--- config.mk ---
export PLATFORM = sky130hd
export DESIGN_NAME = onchip_mem_width_adapter
export DESIGN_NICKNAME = d
export VERILOG_FILES = /design/src/rtl/onchip_mem_width_adapter.sv
export SDC_FILE = /design/constraint.sdc
export NUM_CORES = 1
export LEC_CHECK = 0
export BUFFER_PORTS_ARGS = -buffer_cell sky130_fd_sc_hd__buf_2
export CORE_MARGIN = 4
export CORE_UTILIZATION = 45
export DETAILED_ROUTE_END_ITERATION = 12
export PLACE_DENSITY = 0.8
export SYNTH_ARGS = -nofsm -noshare
export SYNTH_HDL_FRONTEND = slang
export SYNTH_SLANG_ARGS = --single-unit
--- constraint.sdc ---
create_clock -name clk -period 2.25 [get_ports clk]
set_input_delay 0.225 -clock clk [delete_from_list [all_inputs] [get_ports clk]]
set_output_delay 0.225 -clock clk [all_outputs]
set_load 0.01 [all_outputs]
--- src/rtl/onchip_mem_width_adapter.sv ---
// Bridges a 32-bit request/response master onto a 64-bit single-port on-chip
// memory. Reads are pipelined through a three-stage pipeline, and out-of-range
// or conflicting requests are tallied in a saturating error counter.
module onchip_mem_width_adapter #(
  parameter int unsigned NUM_WORDS = 32000,
  parameter logic [31:0] OOB_DATA  = 32'hDEADBEEF
) (
  input  logic        clk,
  input  logic        reset_n,
  input  logic [15:0] s_address,
  input  logic        s_read,
  input  logic        s_write,
  input  logic [3:0]  s_byteenable,
  input  logic [31:0] s_writedata,
  output logic        s_waitrequest,
  output logic [31:0] s_readdata,
  output logic        s_readdatavalid,
  input  logic        hold,
  output logic [14:0] m_address,
  output logic [7:0]  m_byteenable,
  output logic        m_chipselect,
  output logic        m_write,
  output logic        m_clken,
  output logic [63:0] m_writedata,
  input  logic [63:0] m_readdata,
  output logic        err_sticky,
  output logic [7:0]  err_count,
  input  logic        err_clr
);

  localparam int unsigned SAW     = 16;
  localparam int unsigned MAW     = 15;
  localparam int unsigned SDW     = 32;
  localparam int unsigned MDW     = 64;
  localparam int unsigned SBEW    = 4;
  localparam int unsigned MBEW    = 8;
  localparam int unsigned ECW     = 8;
  localparam logic [ECW-1:0] ECNT_MAX = '1;

  logic           accept_c;
  logic           oob_c;
  logic           rd_only_c;
  logic           err_c;
  logic [MAW-1:0] word_c;

  // Stage 1: memory command register plus read tag
  logic            cs_q;
  logic            wr_q;
  logic [MAW-1:0]  addr_q;
  logic [MBEW-1:0] be_q;
  logic [MDW-1:0]  wd_q;
  logic            s1_valid_q, s1_lane_q, s1_oob_q;
  // Stage 2: read tag aligned with the memory output
  logic            s2_valid_q, s2_lane_q, s2_oob_q;
  // Output register
  logic            rvalid_q;
  logic [SDW-1:0]  rdata_q, rdata_d;
  logic            sticky_q, sticky_d;
  logic [ECW-1:0]  cnt_q, cnt_d;

  assign word_c    = s_address[SAW-1:1];
  assign oob_c     = 32'(word_c) >= NUM_WORDS;
  assign accept_c  = (s_read | s_write) & ~hold;
  assign rd_only_c = s_read & ~s_write;
  assign err_c     = accept_c & (oob_c | (s_read & s_write));

  // Reset forces the upstream to stall and the memory to idle
  assign s_waitrequest = hold | ~reset_n;
  assign m_clken       = ~hold & reset_n;

  always_ff @(posedge clk or negedge reset_n) begin
    if (!reset_n) begin
      cs_q       <= 1'b0;
      wr_q       <= 1'b0;
      addr_q     <= '0;
      be_q       <= '0;
      wd_q       <= '0;
      s1_valid_q <= 1'b0;
      s1_lane_q  <= 1'b0;
      s1_oob_q   <= 1'b0;
    end else if (!hold) begin
      cs_q       <= accept_c & ~oob_c;
      s1_valid_q <= accept_c & rd_only_c;
      if (accept_c) begin
        wr_q      <= s_write;
        addr_q    <= word_c;
        be_q      <= s_address[0] ? {s_byteenable, SBEW'(0)} : {SBEW'(0), s_byteenable};
        wd_q      <= {s_writedata, s_writedata};
        s1_lane_q <= s_address[0];
        s1_oob_q  <= oob_c;
      end
    end
  end

  always_ff @(posedge clk or negedge reset_n) begin
    if (!reset_n) begin
      s2_valid_q <= 1'b0;
      s2_lane_q  <= 1'b0;
      s2_oob_q   <= 1'b0;
    end else if (!hold) begin
      s2_valid_q <= s1_valid_q;
      s2_lane_q  <= s1_lane_q;
      s2_oob_q   <= s1_oob_q;
    end
  end

  always_comb begin
    rdata_d = rdata_q;
    if (s2_valid_q) begin
      if (s2_oob_q)       rdata_d = OOB_DATA;
      else if (s2_lane_q) rdata_d = m_readdata[MDW-1:SDW];
      else                rdata_d = m_readdata[SDW-1:0];
    end
  end

  // A hold edge drops the strobe but keeps the last data
  always_ff @(posedge clk or negedge reset_n) begin
    if (!reset_n) begin
      rvalid_q <= 1'b0;
      rdata_q  <= '0;
    end else if (hold) begin
      rvalid_q <= 1'b0;
    end else begin
      rvalid_q <= s2_valid_q;
      rdata_q  <= rdata_d;
    end
  end

  // Clear wins over accumulation, but an error in the clear cycle still registers
  always_comb begin
    sticky_d = sticky_q;
    cnt_d    = cnt_q;
    if (err_clr) begin
      sticky_d = err_c;
      cnt_d    = err_c ? ECW'(1) : '0;
    end else if (err_c) begin
      sticky_d = 1'b1;
      if (cnt_q != ECNT_MAX) cnt_d = cnt_q + ECW'(1);
    end
  end

  always_ff @(posedge clk or negedge reset_n) begin
    if (!reset_n) begin
      sticky_q <= 1'b0;
      cnt_q    <= '0;
    end else begin
      sticky_q <= sticky_d;
      cnt_q    <= cnt_d;
    end
  end

  assign m_chipselect    = cs_q;
  assign m_write         = wr_q;
  assign m_address       = addr_q;
  assign m_byteenable    = be_q;
  assign m_writedata     = wd_q;
  assign s_readdata      = rdata_q;
  assign s_readdatavalid = rvalid_q;
  assign err_sticky      = sticky_q;
  assign err_count       = cnt_q;

endmodule

==> Word-level counts from Yosys, hierarchy flattened <==
Cells that the tools add are included.
{ "totals": {"word_cells": 47, "ramBits": 0, "in_bits": 122, "latch_bits": 0, "reg_bits": 137, "mem_bits_ro": 0, "mem_count": 0} }
{ "classes": {"n_div": 0, "reduce_logical": 5, "n_shift": 0, "mul": 0, "mux": 10, "n_bitwise": 14, "eq_ne": 1, "magnitude_cmp": 1, "add_sub_neg": 1} }
{ "ops": {"columns": ["operator", "count"], "rows": [
  ["32-bit two-way mux", 2],
  ["8-bit two-way mux", 4],
  ["15-bit >= comparator, second input constant", 1],
  ["8-bit by 1-bit adder with 8-bit output, second input constant", 1],
  ["8-bit inequality test, second input constant", 1],
  ["1-bit AND", 7],
  ["2-bit AND reduction", 3],
  ["1-bit two-way mux", 4],
  ["1-bit NOT", 4],
  ["2-bit nonzero test", 2],
  ["1-bit bitwise OR", 3]
]} }

==> Logic depth before layout (Yosys ltp) <==
{ "depth": {"ltp_word": 5, "ltp_mapped": 6, "mapped_depth_nobuf": 5} }

==> Worst setup path before layout <==
OpenSTA, ideal clock, no wires.
{ "synth_timing": {"kind": "register to register", "start": "reg cnt_q[0] (netlist: err_count[0])", "end": "reg cnt_q[3] (netlist: err_count[3])", "path_stages_with_launch": 6, "arrival_time_ns": 1.608, "setup_slack_ns": 0.514, "n_path_buf": 0, "required_time_ns": 2.122, "setup_ns": 0.128, "path_cell_list": "dfrtp_1 -> ha_1 -> and3_1 -> and3_4 -> nor4_2 -> mux2_1"} }
{ "synth_via": {"elab_chain_cells": 4, "elab_cells_between_ends": 7, "classes_between": "add/sub (1); eq/ne (1); mux (3); reduce/logical (2)"} }
{ "synth_rtl": {"columns": ["item", "line_no", "rtl"], "rows": [
  ["start: declaration", "59", "logic [ECW-1:0] cnt_q, cnt_d;"],
  ["start signal: assignment", "148", "cnt_q <= cnt_d;"],
  ["8-bit by 1-bit adder with 8-bit output", "138", "if (cnt_q != ECNT_MAX) cnt_d = cnt_q + ECW'(1);"],
  ["8-bit two-way mux", "138", null],
  ["8-bit two-way mux", "136", "end else if (err_c) begin"],
  ["8-bit two-way mux", "133", "if (err_clr) begin"]
]} }
Parallel ways exist; a longest one is shown, timed or not. The select of a mux whose other input is x is not followed.
A chain may end at the register's enable or synchronous reset.

==> Worst setup path in the final report <==
Ends and elaborated chain as after synthesis.

==> insert_results.sql <==
INSERT INTO impl_metrics (metric_group, metric, value, unit) VALUES
('run_status', 'run_status', 'finished with violations', ''),
('run_status', 'failed_checks', 'hold timing', ''),
('drt', 'routed_via_density', '4.816', ''),
('finish', 'drive_gt1_share', '54.53', '%'),
('setup_path', 'cp.arrival', '2.05', 'ns'),
('setup_path', 'crit_fanout', '6', ''),
('setup_path', 'endpoint_kind', 'flop', ''),
('timing', 'whs', '-0.006752', 'ns'),
('placed_design', 'finalWeightedCongestion', '0.8663', ''),
('die', 'chipHeight', '110.9', 'µm'),
('global_routing', 'antenna_violations_before_repair', '0', ''),
('setup_path', 'rr_endpoint', 'err_count[3]$_DFFE_PN0P_', ''),
('timing', 'rsz0062_at_grt', 'no', ''),
('yosys', 'synth_nets', '516', ''),
('die', 'horizontal_die_dimension', '110.9', 'µm'),
('yosys', 'ys_seq_area_share', '55.18', '%'),
('global_routing', 'global_route_total_overflow', '0', ''),
('timing', 'max_clock_freq', '549.1', 'MHz'),
('setup_path', 'timing.critical_path.slowest_cell_delay', '0.44', 'ns'),
('placed_design', 'dp.cells', '738', ''),
('setup_path', 'crit_chain', 'ha_1 -> and3_1 -> and3_4 -> nor4_2 -> mux2_1', ''),
('clock_tree', 'post_cts_resize_count', '0', ''),
('yosys', 'ys_flop_type', 'dfrtp_1', ''),
('clock_tree', 'clkSinkCount', '105', ''),
('yosys', 'post_synthesis_compound_gate_area_fraction', '6.332', '%'),
('setup_path', 'worst_r2r_startpoint', 'err_count[0]$_DFFE_PN0P_', ''),
('power', 'vdd_drop_max', '0.3996', 'mV'),
('finish', 'final_cells', '754', ''),
('job', 'max_cap_violations', '0', ''),
('global_routing', 'grt_first_pass_wirelength', '19070', 'µm'),
('clock_tree', 'cts.clk_slew.worst_paths', '0.11', 'ns'),
('yosys', 'synth_simple_gate_area_share', '9.827', '%'),
('drt', 'route.vias.total', '3631', ''),
('finish', 'num-fill-cells', '877', ''),
('timing', 'slew_violations', '0', ''),
('global_routing', 'grt_max_degree', '54', ''),
('timing', 'post-route-period-util', '80.94', '%'),
('finish', 'area_delta_synth_final', '27.51', '%'),
('setup_path', 'worstPathBufferInverterCount', '0', ''),
('setup_path', 'crit_path_start_kind', 'flop', ''),
('die', 'rows', '37', ''),
('yosys', 'synth_top_cells_by_area', 'dfrtp_1 (55%), mux2_2 (12%), mux2i_1 (6.9%), buf_4 (5.0%), a21oi_1 (2.6%)', ''),
('finish', 'multi_input_area', '1743', 'µm²'),
('finish', 'final_common_cell', 'buf_2', ''),
('clock_tree', 'cts_max_path_buffers', '2', ''),
('drt', 'detailedRoute.firstPassIterationCount', '4', ''),
('die', 'core-area', '10320', 'µm²'),
('drt', 'wl_per_instance', '15.49', 'µm'),
('clock_tree', 'worst_skew_pair.late_latency', '0.35', 'ns'),
('yosys', 'ys_seq_elements', '105', ''),
('yosys', 'post_synth_inst_count', '393', ''),
('yosys', 'yosys.area.top_type', 'dfrtp_1', ''),
('yosys', 'ys.warnings.count', '0', ''),
('yosys', 'post_synth_instance_area', '4762', 'µm²'),
('die', 'floorplan.initialDensity', '46.13', '%'),
('setup_path', 'reg2reg_setup_slack', '0.43', 'ns'),
('timing', 'worstMarginPinSlew', '1.031', 'ns'),
('finish', 'nNetsFinal', '736', ''),
('yosys', 'synthAdderAreaFrac', '0.2627', '%'),
('setup_path', 'required_time_at_the_endpoint_of_the_critical_path', '2.48', 'ns'),
('clock_tree', 'postCtsSetupRepairBufs', '0', ''),
('timing', 'final-hold-violation-count', '4', ''),
('yosys', 'synth-edff-count', '0', ''),
('timing', 'setup-tns-final', '0', 'ns'),
('setup_path', 'worst-r2r-cell-count', '5', ''),
('clock_tree', 'cts_tree', 'built', ''),
('yosys', 'asyncSetResetFlopFracSynth', '100.0', '%'),
('drt', 'route.detailed.drc', '0', ''),
('power', 'reported_leakage_power', '3.099', 'nW'),
('yosys', 'per_instance_average_area_after_synthesis', '12.12', 'µm²'),
('drt', 'routed_wl', '11680', 'µm');
==> power breakdown <==
group / internal (mW) / switching, mW / total (mW) / leakage (nW)
registers: 2.23 / 0.183 / 2.41 / 1.26
clock network: 0.412 / 0.641 / 1.05 / 0.0737
logic: 0.642 / 0.736 / 1.38 / 1.77
==> metrics by stage <==
step / total power [mW] / area (µm²)
floorplan: 3.264 / 4762
global placement: 3.798 / 5899
detailed placement: 3.861 / 5899
CTS: 4.922 / 6072
global route: 5.151 / 6072
finish: 4.840 / 6072
==> synthesized netlist by cell type, drive strengths merged, types with 2 or more instances <==
cell / instances
dfrtp: 105
mux2: 56
buf: 49
mux2i: 33
nor2: 32
a21oi: 25
nand2: 25
o21ai: 21
nand2b: 10
inv: 4
nor2b: 4
nor4: 4
and3: 3
clkbuf: 3
nand3: 2
nand4: 2
nor3: 2
==> state kept, by name (all words and copies together), names as in the netlist <==
| register | cells |
|---|---|
| s1_oob_q | 1 |
| m_byteenable | 8 |
| m_chipselect | 1 |
| err_count | 8 |
| s_readdata | 32 |
| m_address | 15 |
| s1_valid_q | 1 |
| err_sticky | 1 |
| s2_oob_q | 1 |
| s1_lane_q | 1 |
| m_writedata | 32 |
| s2_lane_q | 1 |
| s2_valid_q | 1 |
| s_readdatavalid | 1 |
| m_write | 1 |
==> how the worst max path moves through the flow <==
| stage | end | slack (ns) | depth (start not counted) |
|---|---|---|---|
| final | err_count[3]$_DFFE_PN0P_ | 0.43 | 5 |
| after global routing | err_count[5]$_DFFE_PN0P_ | 0.36 | 5 |
| after CTS | err_count[3]$_DFFE_PN0P_ | 0.42 | 5 |
| after detailed placement | m_writedata[38]$_DFFE_PN0P_ | 0.23 | 4 |
| after global placement | m_writedata[44]$_DFFE_PN0P_ | 0.28 | 4 |
| after floorplan | err_count[3]$_DFFE_PN0P_ | 0.51 | 5 |
==> kinds of logic (layout without fill, tap and decap cells) <==
group           after synthesis  after routing
mux                          89             89
buf+inv                      57            282
flops                       105            105
compound gates               53             53
fa+ha+maj                     1              1
simple gates                 88             88
==> area by class of cell <==
| cell class | instances | area share, % |
|---|---|---|
| clock buffer | 11 | 2.164 |
| clock inverter | 5 | 0.6800 |
| inverter | 5 | 0.3091 |
| multi-input combinational | 231 | 28.70 |
| sequential | 105 | 43.29 |
| tap | 136 | 2.802 |
| timing repair buffer | 261 | 22.05 |
==> layer usage <==
layer	global-route usage [%]	wire length, µm	up-vias
met3	4.694	746	15
met1	21.78	4409	1723
met4	6.158	197	0
met5	0	0	-
li1	-	-	1759
met2	34.26	6323	134
(Power assumes the default switching activity.)
